==> config.mk <==
export PLATFORM = sky130hd
export DESIGN_NAME = free_list
export DESIGN_NICKNAME = d
export VERILOG_FILES = /design/src/rtl/free_list.sv
export SDC_FILE = /design/constraint.sdc
export NUM_CORES = 2
export LEC_CHECK = 0
export ABC_CLOCK_PERIOD_IN_PS = 9000
export CAP_MARGIN = 0
export CORE_MARGIN = 5
export CORE_UTILIZATION = 42
export CTS_BUF_LIST = sky130_fd_sc_hd__clkbuf_4 sky130_fd_sc_hd__clkbuf_8
export CTS_CLUSTER_DIAMETER = 200
export CTS_CLUSTER_SIZE = 10
export DETAILED_ROUTE_END_ITERATION = 12
export PLACE_DENSITY = 0.54
export SYNTH_ARGS = -nofsm -noshare
export SYNTH_HDL_FRONTEND = slang
export SYNTH_SLANG_ARGS = --single-unit
==> constraint.sdc <==
create_clock -name clock -period 9 [get_ports clock]
set_clock_uncertainty 0.05 [all_clocks]
set_input_delay 2.7 -clock clock [delete_from_list [all_inputs] [get_ports clock]]
set_output_delay 2.7 -clock clock [all_outputs]
set_load 0.005 [all_outputs]
==> src/rtl/free_list.sv <==
// free_list: circular FIFO of free physical-register tags feeding rename and reclaiming ROB retires
// Optional feature: define FL_BYPASS_EN to let retiring tags fill empty output slots in the same cycle.
// Ports:
//   clock, reset        - clock, synchronous active-high reset
//   id_dispatch_num     - tags consumed this cycle (0..2, 3 treated as 2)
//   rob_retire_num      - tags returned this cycle (0..2, 3 treated as 2)
//   rob_retire_tag_a/b  - returned tags, lane a first
//   fl_pr0/fl_pr1       - tags at head and head+1, INVALID_TAG when absent
//   fl_cap              - tags allocatable this cycle, min(available, 2)
//   fl_count            - occupancy 0..NUM_PR
//   fl_underflow        - sticky: dispatch asked for more than fl_cap
//   fl_overflow         - sticky: a retire was dropped because the list was full
module free_list #(
    parameter int         NUM_PR      = 128,
    parameter int         NUM_AR      = 32,
    parameter logic [6:0] INVALID_TAG = 7'h7f
) (
    input  logic       clock,
    input  logic       reset,
    input  logic [1:0] id_dispatch_num,
    input  logic [1:0] rob_retire_num,
    input  logic [6:0] rob_retire_tag_a,
    input  logic [6:0] rob_retire_tag_b,
    output logic [6:0] fl_pr0,
    output logic [6:0] fl_pr1,
    output logic [1:0] fl_cap,
    output logic [7:0] fl_count,
    output logic       fl_underflow,
    output logic       fl_overflow
);
    logic [6:0] tags [NUM_PR];
    logic [6:0] head, tail;
    logic [7:0] count;
    logic       underflow, overflow;
    logic [1:0] req, push_req, cap, pop_n, byp, apop, push_want, push_n;
    logic [7:0] room;
    logic [6:0] q0, q1, pr0, pr1, w0;
    logic       low;
`ifdef FL_BYPASS_EN
    logic [7:0] avail;
`endif

    always_comb begin
        req       = id_dispatch_num == 2'd3 ? 2'd2 : id_dispatch_num;
        push_req  = rob_retire_num == 2'd3 ? 2'd2 : rob_retire_num;
        low       = count < 8'd2;
        q0        = count != 8'd0 ? tags[head] : INVALID_TAG;
        q1        = !low ? tags[head + 7'd1] : INVALID_TAG;
`ifdef FL_BYPASS_EN
        // Retiring tags queue up behind whatever is stored, so they fill the first empty slots in lane order.
        avail     = count + {6'd0, push_req};
        cap       = avail >= 8'd2 ? 2'd2 : avail[1:0];
        pr0       = count != 8'd0 ? q0 : push_req != 2'd0 ? rob_retire_tag_a : INVALID_TAG;
        pr1       = !low ? q1
                  : count == 8'd1 ? (push_req != 2'd0 ? rob_retire_tag_a : INVALID_TAG)
                  : (push_req == 2'd2 ? rob_retire_tag_b : INVALID_TAG);
`else
        cap       = low ? count[1:0] : 2'd2;
        pr0       = q0;
        pr1       = q1;
`endif
        pop_n     = req > cap ? cap : req;
`ifdef FL_BYPASS_EN
        // Pops beyond the stored entries consume retiring tags directly; those never touch the array.
        byp       = low && pop_n > count[1:0] ? pop_n - count[1:0] : 2'd0;
`else
        byp       = 2'd0;
`endif
        apop      = pop_n - byp;
        push_want = push_req - byp;
        // Room is measured after this cycle's pops, so a full list that also pops can still accept.
        room      = 8'(NUM_PR) - (count - {6'd0, apop});
        push_n    = {6'd0, push_want} > room ? room[1:0] : push_want;
        w0        = byp == 2'd0 ? rob_retire_tag_a : rob_retire_tag_b;
    end

    always_ff @(posedge clock) begin
        if (reset) begin
            for (int i = 0; i < NUM_PR; i++)
                tags[i] <= i < NUM_PR - NUM_AR ? 7'(NUM_AR + i) : 7'd0;
            head      <= 7'd0;
            tail      <= 7'(NUM_PR - NUM_AR);
            count     <= 8'(NUM_PR - NUM_AR);
            underflow <= 1'b0;
            overflow  <= 1'b0;
        end else begin
            if (push_n != 2'd0)
                tags[tail] <= w0;
            if (push_n == 2'd2)
                tags[tail + 7'd1] <= rob_retire_tag_b;
            head  <= head + {5'd0, apop};
            tail  <= tail + {5'd0, push_n};
            count <= count - {6'd0, apop} + {6'd0, push_n};
            if (req > cap)
                underflow <= 1'b1;
            if ({6'd0, push_want} > room)
                overflow <= 1'b1;
        end
    end

    assign fl_pr0       = pr0;
    assign fl_pr1       = pr1;
    assign fl_cap       = cap;
    assign fl_count     = count;
    assign fl_underflow = underflow;
    assign fl_overflow  = overflow;
endmodule
==> results by group <==
Timing
  • RSZ-0062 raised after global routing: no
  • Final setup TNS: 0 ns
  • Final setup margin: 0.545 ns
  • Measured slew at the worst slew-check pin: between 1.5 and 2 ns
  • Final Hold Vio Count: 0
  • Slew HR: -0.0961
  • Fin crit share: 0.939
  • FMAX: between 0.1 and 0.15 GHz
  • Tmin final: ~8.5 ns
  • Final setup viols: 0
  • Final slew viol count: 50

Logic synthesis
  • Fraction of registers with async set/reset: 0
  • Post-Syn Area per Cell: ~13 um2
  • Mapped Cells: between 4000 and 5000
  • Top FF cell, synth: edfxtp_1
  • Post-synth EDFFs: ~900
  • Yosys warnings: 0
  • Syn_nets: a little over 4000
  • Synthesized area: 0.0542 mm2
  • Unique masters post-synth: 74
  • Yosys reg bits: between 900 and 1000
  • Sequential fraction of the synthesis area: 0.505

Clock network
  • Clk_lat worst skew: approximately 0.86 ns
  • Post-CTS Hold Buffers: 0
  • Post-CTS sizing: 0
  • Max clock buf depth: 3
  • Setup Buffers After CTS: 0
  • TritonCTS Buffers: 101
  • Clock Root Buffer: clkbuf_8
  • Clock slew at reported path FFs: 0.08 ns
  • Clk sinks: between 900 and 1000
  • H-tree levels: 3
  • CTS tree: done

Power and ir drop
  • Psw: between 3 and 4 mW
  • Reg power frac: 0.484
  • Clock power share: 0.285
  • Power per standard cell area: 170 mW/mm2
  • Switching part of the total: 0.332
  • Pint: between 6 and 7 mW
  • Leakage: between 15 and 20 nW
  • Worst vdd ir: about 0.12 mV
  • Logic pwr share: 0.231

Floorplan
  • Die H: 369 um
  • Starting Density: 0.424
  • Die area: 0.136 mm2
  • I/O Pins: 46
  • Core Region: 0.128 mm2
  • Width of the die: roughly 370 um
  • Num rows: 131

Final layout
  • Final net count: around 4000
  • Share of layout cells above drive strength 1: 0.240
  • P&R area growth vs syn: 9.62%

Placement
  • Port Buffers: 45
  • Pre-CTS setup slack: 0.628 ns
  • Post-DP HPWL: slightly below 200 mm
  • Routability Congestion: ~1.1

Worst setup path
  • CP arrival: around 5.7 ns
  • FF-to-FF setup slack: between 2 and 2.5 ns
  • Crit-path max FO: 20
  • Critical Path Max Stage Delay: about 1.2 ns
  • WS Path Type: flip-flop to output pin
  • Slowest stage cell, crit path: a2111oi_0
  • Worst path required time: approximately 6.3 ns
  • Cell chain of the critical path: nand3_1 > nor2_1 > xor2_4 > nand2_1 > o22ai_1 > a2111oi_0 > clkdlybuf4s50_1
  • CP endpoint kind: output pin
  • Critical path startpoint category: flip-flop

Global routing
  • Largest net degree at the start of global routing: approximately 120
  • Initial antenna violation count: 19
  • Grt total ovfl: 0
  • Overall Global Routing Usage: 0.403
  • First-pass GRT wire length: between 300 and 400 mm
  • Vias in the first global route: about 44000

Detailed routing
  • Residual DRC: 0
  • Routed Antenna Nets: 0
  • DR vias: 47300
  • Drt first pass iters: 8
  • 1st-iter DRT viols: between 9000 and 10000
  • Per-cell routed wire length: 48.7 um
  • DR vias/cell: 8.17
  • Drt total wl: approximately 280 mm

Status
  • Outcome: finished, violations left
  • Failing checks: max-capacitance violations, max-slew violations

Min path
  • HP Class: flip-flop to flip-flop

Flow run
  • Max_cap viols: 6
## cell usage after synthesis, types with 10 or more instances
| cell | n | area (um2) |
|---|---|---|
| a22oi_1 | 330 | 2480 |
| o32ai_1 | 39 | 342 |
| nand3_1 | 36 | 180 |
| inv_1 | 20 | 75.1 |
| nor2_1 | 226 | 848 |
| edfxtp_1 | 896 | 26900 |
| a221o_1 | 117 | 1170 |
| nand2b_1 | 12 | 75.1 |
| ha_1 | 15 | 188 |
| and3_1 | 12 | 75.1 |
| o221ai_1 | 12 | 105 |
| clkbuf_1 | 251 | 942 |
| xnor2_1 | 10 | 87.6 |
| a21oi_1 | 46 | 230 |
| o22ai_1 | 497 | 3110 |
| dfxtp_1 | 24 | 480 |
| nor3_1 | 41 | 205 |
| o21ai_0 | 24 | 120 |
| buf_2 | 163 | 816 |
| mux2i_1 | 46 | 460 |
| a32oi_1 | 70 | 613 |
| o21ai_1 | 14 | 70.1 |
| nor2b_1 | 33 | 206 |
| buf_1 | 53 | 199 |
| nand4_1 | 75 | 469 |
| mux4_2 | 482 | 10900 |
| a32o_1 | 24 | 240 |
| xor2_1 | 17 | 149 |
| nand2_1 | 387 | 1450 |
## kinds of logic after synthesis
group / count (synthesis) / share of synthesized area
adders and majority gates: 19 / 0.00494
and+or+nand+nor: 866 / 0.0709
xor gates and xnor gates: 27 / 0.00436
muxes: 532 / 0.209
buffers and inverters: 493 / 0.0382
DFF: 920 / 0.505
AOI/OAI and AO/OA: 1241 / 0.167
## cell type report
cell class,instances,area (um2)
tap,1729,2160
inverter,21,78.8
clock buffer,141,1700
fill,11400,68600
clock inverter,6,75.1
antenna,17,42.5
sequential,920,27400
multi-input combinational,2685,25400
timing repair buffer,271,2620
## flip-flops by register name (all words and copies together) (netlist names)
signal        flops
fl_underflow      1
tags            896
fl_overflow       1
fl_count          8
tail              7
head              7
## final timing paths
path / startpoint / end / cells after the start
max: head[1]$_SDFF_PP0_ / fl_pr1[5] / 7
min: fl_underflow$_SDFFE_PP0N_ / fl_underflow$_SDFFE_PP0N_ / 2
max reg2reg: fl_count[5]$_SDFF_PP1_ / fl_count[5]$_SDFF_PP1_ / 27
min reg2reg: fl_underflow$_SDFFE_PP0N_ / fl_underflow$_SDFFE_PP0N_ / 2
## per-stage QoR
step	power [mW]	area (um2)	hold slack, ns	utilization	std cells
floorplan	6.19	54200	0.415	-	4098
global placement	7.21	57600	0.454	0.450	5626
detailed placement	7.22	57600	0.453	0.450	5626
CTS	9.97	59400	0.474	0.464	5773
global route	10.3	59400	0.517	0.464	5775
finish	10.1	59500	0.470	0.464	5790
## per-layer routing
layer	vias up	track usage	routed length, um
li1	17200	-	-
met1	24100	0.509	95900
met2	4981	0.548	114000
met3	1098	0.175	46300
met4	14	0.292	25800
met5	-	0	93
## worst max-delay path: cells and delay by family (launching register included)
family,cells,cell delay [ns]
AOI/OAI and AO/OA,2,1.61
xor gates and xnor gates,1,0.34
buffers and inverters,1,0.70
DFF,1,0.65
and+or+nand+nor,3,1.49
## cell usage in the layout (no fill, tap or decap), drive strengths merged, types with 24 or more instances in the layout
master	netlist	layout
a32oi	70	70
nor2	226	226
o22ai	497	497
nand4	75	75
clkbuf	251	141
clkdlybuf4s50	0	41
a21oi	47	47
a32o	24	24
o32ai	39	39
nand3	37	37
mux2i	46	46
a22oi	330	330
nand2	388	388
nor2b	33	33
dfxtp	24	24
buf	221	230
edfxtp	896	896
o21ai	46	46
nor3	42	42
mux4	482	482
inv	20	25
a221o	117	117
## power by group through the flow
stage / registers, mW / clock network (mW) / logic [mW]
finish: 4.90 / 2.89 / 2.34
global route: 4.91 / 3.02 / 2.33
CTS: 4.90 / 2.84 / 2.23
detailed placement: 5.00 / 0 / 2.22
global placement: 4.99 / 0 / 2.22
floorplan: 4.94 / 0 / 1.25
Power figures use the tool's default switching activity.
